==> src/rtl/regfile_2r1w_clr.sv <==
// Purpose : parametrised register file, one synchronous write port, two
//           registered read ports and a sequenced bulk-clear engine.
// Latency : reads 1 cycle; bulk clear takes DEPTH cycles plus a 1-cycle done pulse.
// Backpressure : writes are dropped (not queued) while Busy; Clr_req is
//           ignored unless the engine is idle.
//
// Ports:
//   Clk, Reset            rising-edge clock, asynchronous active-high reset
//   Wr_en/Wr_addr/Wr_data write strobe, address, data (out-of-range ignored)
//   Rd_addr_a/Rd_addr_b   read addresses; Rd_out_a/Rd_out_b registered data
//                         (0 for out-of-range addresses)
//   Clr_req               bulk-clear request, sampled on Clk
//   Busy                  high while the clear sequence runs
//   Clr_done              one-cycle pulse when the clear completes
//
// Optional feature macro: REGFILE_BYPASS_EN
//   defined   : a same-edge read of an address being written returns Wr_data
//   undefined : a same-edge read returns the pre-write register value

module regfile_2r1w_clr #(
    parameter int             WID     = 4,
    parameter int             DEPTH   = 4,
    parameter int             AW      = 2,
    parameter logic [WID-1:0] RST_VAL = '0
) (
    input  logic           Clk,
    input  logic           Reset,
    input  logic           Wr_en,
    input  logic [AW-1:0]  Wr_addr,
    input  logic [WID-1:0] Wr_data,
    input  logic [AW-1:0]  Rd_addr_a,
    input  logic [AW-1:0]  Rd_addr_b,
    output logic [WID-1:0] Rd_out_a,
    output logic [WID-1:0] Rd_out_b,
    input  logic           Clr_req,
    output logic           Busy,
    output logic           Clr_done
);

    // One extra bit so DEPTH itself is representable when DEPTH == 2**AW.
    localparam logic [AW:0]   DEPTH_W  = (AW+1)'(DEPTH);
    localparam logic [AW-1:0] LAST_IDX = AW'(DEPTH - 1);

    typedef enum logic [1:0] {
        ST_IDLE  = 2'd0,
        ST_CLEAR = 2'd1,
        ST_DONE  = 2'd2
    } state_t;

    state_t         state_q, state_d;
    logic [AW-1:0]  cnt_q, cnt_d;
    logic [WID-1:0] mem_q [DEPTH];
    logic [WID-1:0] mem_d [DEPTH];
    logic [WID-1:0] rd_a_q, rd_a_d;
    logic [WID-1:0] rd_b_q, rd_b_d;

    logic busy;
    logic wr_fire;
    logic rd_a_in_range;
    logic rd_b_in_range;

    // Busy/Clr_done are pure decodes of the state register, so they are
    // glitch-free and drop the instant Reset forces the state to idle.
    assign busy     = (state_q == ST_CLEAR);
    assign Busy     = busy;
    assign Clr_done = (state_q == ST_DONE);
    assign Rd_out_a = rd_a_q;
    assign Rd_out_b = rd_b_q;

    assign wr_fire       = Wr_en && !busy && ({1'b0, Wr_addr} < DEPTH_W);
    assign rd_a_in_range = ({1'b0, Rd_addr_a} < DEPTH_W);
    assign rd_b_in_range = ({1'b0, Rd_addr_b} < DEPTH_W);

    // Clear sequencer: IDLE -> CLEAR (DEPTH cycles) -> DONE (1 cycle) -> IDLE.
    always_comb begin
        state_d = state_q;
        cnt_d   = cnt_q;
        case (state_q)
            ST_IDLE: begin
                if (Clr_req) begin
                    state_d = ST_CLEAR;
                    cnt_d   = '0;
                end
            end
            ST_CLEAR: begin
                cnt_d = cnt_q + 1'b1;
                if (cnt_q == LAST_IDX) begin
                    state_d = ST_DONE;
                    cnt_d   = '0;
                end
            end
            ST_DONE: begin
                state_d = ST_IDLE;
            end
            default: begin
                state_d = ST_IDLE;
                cnt_d   = '0;
            end
        endcase
    end

    // Register array next state. A write and a clear never hit the same
    // cycle because writes are gated off while the clear engine is busy.
    always_comb begin
        for (int i = 0; i < DEPTH; i++) begin
            mem_d[i] = mem_q[i];
            if (wr_fire && (Wr_addr == i[AW-1:0])) begin
                mem_d[i] = Wr_data;
            end
            if (busy && (cnt_q == i[AW-1:0])) begin
                mem_d[i] = RST_VAL;
            end
        end
    end

    // Read muxes sample the pre-write contents; the optional bypass
    // overrides them with the data being written on the same edge.
    always_comb begin
        rd_a_d = '0;
        rd_b_d = '0;
        for (int i = 0; i < DEPTH; i++) begin
            if (rd_a_in_range && (Rd_addr_a == i[AW-1:0])) begin
                rd_a_d = mem_q[i];
            end
            if (rd_b_in_range && (Rd_addr_b == i[AW-1:0])) begin
                rd_b_d = mem_q[i];
            end
        end
`ifdef REGFILE_BYPASS_EN
        if (wr_fire && (Wr_addr == Rd_addr_a)) begin
            rd_a_d = Wr_data;
        end
        if (wr_fire && (Wr_addr == Rd_addr_b)) begin
            rd_b_d = Wr_data;
        end
`endif
    end

    always_ff @(posedge Clk or posedge Reset) begin
        if (Reset) begin
            state_q <= ST_IDLE;
            cnt_q   <= '0;
            rd_a_q  <= '0;
            rd_b_q  <= '0;
            for (int i = 0; i < DEPTH; i++) begin
                mem_q[i] <= RST_VAL;
            end
        end else begin
            state_q <= state_d;
            cnt_q   <= cnt_d;
            rd_a_q  <= rd_a_d;
            rd_b_q  <= rd_b_d;
            for (int i = 0; i < DEPTH; i++) begin
                mem_q[i] <= mem_d[i];
            end
        end
    end

endmodule

==> config.mk <==
export PLATFORM = sky130hd
export DESIGN_NAME = regfile_2r1w_clr
export DESIGN_NICKNAME = d
export VERILOG_FILES = /design/src/rtl/regfile_2r1w_clr.sv
export SDC_FILE = /design/constraint.sdc
export NUM_CORES = 1
export LEC_CHECK = 0
export CORE_MARGIN = 3
export CORE_UTILIZATION = 39
export CTS_CLUSTER_DIAMETER = 120
export CTS_CLUSTER_SIZE = 20
export DETAILED_ROUTE_END_ITERATION = 12
export PLACE_DENSITY_LB_ADDON = 0.08
export SLEW_MARGIN = 5
export SYNTH_ARGS = -nofsm -noshare
export SYNTH_HDL_FRONTEND = slang
export SYNTH_SLANG_ARGS = --single-unit
==> constraint.sdc <==
create_clock -name Clk -period 2.5 [get_ports Clk]
set_clock_uncertainty 0.1 [all_clocks]
set_input_delay 0.25 -clock Clk [delete_from_list [all_inputs] [get_ports Clk]]
set_output_delay 0.25 -clock Clk [all_outputs]
set_load 0.05 [all_outputs]
==> reports/results.tsv <==
stage	metric	value	unit
outcome	status	finished clean	
clocking	cts_setup_buffers	0	
placed_design	hpwl	2118	um
setup_path	cp.arrival	1.88	ns
global_routing	grt_usage	0.1455	
setup_path	worst-path-buf-inv	2	
synthesis	ys_ff_latch	28	
clocking	path_clk_slew	0.14	ns
timing	hold_viol	0	
setup_path	crit_chain	nand2b_2, inv_2, dlygate4sd2_1	
routing	vias	922	
global_routing	grt_max_degree	29	
floorplanning	chipHeight	65.49	um
global_routing	grt_antenna_before_repair	0	
clocking	root_buffer	clkbuf_4	
floorplanning	initial_core_util	0.4309	
setup_path	startpoint_type	register	
setup_path	startpoint	state_q[1]	
floorplanning	core_area	3203	um2
routing	wl_per_cell	15.89	um
synthesis	yosys-top-cells-area	dfrtp_1 (51%), mux4_2 (13%), mux2_2 (6.5%)	
synthesis	avgSynthCellArea	12.90	um2
clocking	clock_latency	0.33	ns
timing	rsz0062_at_grt	no	
global_routing	grt-ovfl-total	0	
routing	viasPerCell	5.269	
setup_path	path_max_fanout	12	
cells_and_area	antenna_cells	0	
synthesis	syn_inst	107	
floorplanning	core.rowCount	20	
power	power_density	1099	nW/um2
timing	worst_slack	0.2665	ns
clocking	cts_tree	built	
clocking	clock_path_buffers	2	
timing	finalCritPeriodShare	0.8934	
timing	slew-limit-headroom	0.6676	
cells_and_area	layoutNonFillerInstCount	175	
placed_design	place_inst	171	
timing	fmax	447.7	MHz
cells_and_area	fillers	305	
global_routing	grt_pass1_vias	922	
setup_path	timing.critical_path.to_type	primary output	
timing	tightest_slew	0.4970	ns
routing	drt_iter0_drc	18	
setup_path	slowest_stage	dlygate4sd2_1	
setup_path	crit_type	register to primary output	
power	peakVddDrop	0.4447	mV
power	leakage	0.7342	nW
synthesis	yosys.area.top_type	dfrtp_1	
cells_and_area	utilization	0.5254	
clocking	cts-buffers-inserted	3	
setup_path	critPathTopFamily	buffers and inverters	
clocking	cts.sinks	28	
setup_path	cp.required	2.15	ns
clocking	cts_max_level	1	
min_path	worstHoldPathType	primary input to async pin	
routing	wl	2781	um
routing	dr.pass1.iters	4	
floorplanning	dieArea	4288	um2
timing	setup_viol	0	
floorplanning	fp.dieW	65.49	um
setup_path	r2r_start	state_q[1]	
synthesis	syn_nets	125	
placed_design	io_buffers	23	
setup_path	critPathMaxStageDelay	0.56	ns
routing	drcViolationCount	0	
clocking	postCtsHoldBufs	0	
cells_and_area	drive_above_1_share	0.1908	
flow_run	drv_cap	0	
global_routing	grt_pass1_wl	4636	um
timing	final.setup.tns	0	ns
floorplanning	pin_count	24	
timing	slew_violations	0	
synthesis	synth_cell_types	23	
synthesis	yosys_warnings	0	
synthesis	yosys.area.top_type_share	0.5077	
timing	fin_crit	2.233	ns
synthesis	netlist_area	1380	um2
synthesis	seq_area_frac_synth	0.5077	
power	finalPower	1.850	mW
cells_and_area	layout.nets	150	
placed_design	gp_routability_congestion	0.7772	
placed_design	pre_cts_ws	0.3869	ns
cells_and_area	area_growth	21.94	%
routing	antenna_left	0	
==> cells by family (layout without fill, tap and decap cells) <==
kind of cell / after synthesis / after routing / synth area share
and+or+nand+nor: 30 / 30 / 0.1333
AOI/OAI and AO/OA: 18 / 18 / 0.08523
buffers and inverters: 10 / 34 / 0.03445
DFF: 28 / 28 / 0.5077
muxes: 17 / 17 / 0.2031
adders and majority gates: 4 / 4 / 0.03627
==> repair_timing <==
item | CTS | global route
setup endpoints to repair | 1 | 0
endpoints found under the hold margin | 0 | 0
resized for setup | 1 | 0
==> cells in the mapped netlist <==
| cell | count |
|---|---|
| nand2_1 | 10 |
| nand3b_1 | 2 |
| inv_1 | 5 |
| o21ai_0 | 8 |
| ha_1 | 4 |
| nand4_1 | 8 |
| dfrtp_1 | 28 |
| clkbuf_1 | 1 |
| buf_6 | 1 |
| and2_0 | 1 |
| mux4_2 | 8 |
| inv_2 | 1 |
| nor2b_1 | 3 |
| mux2i_1 | 1 |
| buf_2 | 2 |
| and3_1 | 2 |
| nor2_1 | 1 |
| mux2_2 | 8 |
| nor3b_4 | 1 |
| nor3b_2 | 1 |
| o32ai_1 | 2 |
| nand2b_2 | 1 |
| a21boi_0 | 8 |
==> layer usage <==
metal  wire [um]  global-route usage  vias to the layer above
met3         112             0.02222                        5
li1            -                   -                      440
met4          51             0.05440                        0
met2        1275              0.2250                       26
met5           0                   0                        -
met1        1342              0.2062                      451
==> report_power, final <==
part	switching, mW	leakage (nW)	internal, mW
Sequential	0.142	0.372	0.641
Clock	0.132	0.0210	0.0893
Combinational	0.499	0.341	0.346
==> cell usage in the layout (no fill, tap or decap) <==
| cell type | n |
|---|---|
| clkdlybuf4s50_1 | 22 |
| dfrtp_1 | 28 |
| dlygate4sd2_1 | 1 |
| nor2b_1 | 3 |
| o32ai_1 | 2 |
| nand4_1 | 8 |
| nand3b_1 | 2 |
| mux2i_1 | 1 |
| nor2_1 | 1 |
| nand2_1 | 10 |
| and3_1 | 2 |
| mux2_2 | 8 |
| inv_1 | 5 |
| o21ai_0 | 8 |
| nor3b_4 | 1 |
| and2_0 | 1 |
| clkbuf_4 | 3 |
| ha_1 | 4 |
| buf_4 | 1 |
| clkbuf_8 | 1 |
| a21boi_0 | 8 |
| inv_2 | 1 |
| nor3b_2 | 1 |
| nand2b_2 | 1 |
| mux4_2 | 8 |
==> sequential cells by signal, indices dropped and copies added (netlist names) <==
signal    flops
Rd_out_a      4
Rd_out_b      4
cnt_q         2
mem_q        16
state_q       2
==> worst register-to-register path, stage by stage (launching register included) <==
cell      delay [ns]
dfrtp_1         0.47
nand2b_2        0.28
inv_2           0.15
nor3b_2         0.32
mux2_2          0.38
==> cell type report <==
| cell class | count | area, um2 | area share |
|---|---|---|---|
| clock buffer | 4 | 36.28 | 0.02156 |
| inverter | 6 | 22.52 | 0.01338 |
| multi-input combinational | 69 | 631.9 | 0.3755 |
| sequential | 28 | 700.7 | 0.4164 |
| tap | 44 | 55.05 | 0.03271 |
| timing repair buffer | 24 | 236.5 | 0.1405 |
==> per-stage QoR <==
stage	area [um2]	hold slack, ns
2_1_floorplan	1380	0.2154
3_3_place_gp	1648	0.3973
3_5_place_dp	1648	0.4282
4_1_cts	1683	0.1771
5_1_grt	1683	0.2240
6_report	1683	0.1715
==> worst paths after layout <==
check / endpoint / slack (ns) / depth (start not counted)
setup / recovery: Busy / 0.27 / 3
hold / removal: Rd_out_a[2] / 0.17 / 3
setup reg to reg: mem_q[14] / 0.72 / 4
hold reg to reg: mem_q[10] / 0.46 / 2
max in group asynchronous: Rd_out_b[2] / 1.86 / 3
min in group Clk: mem_q[10] / 0.46 / 2
No activity file was read; power rests on OpenSTA's default activity.
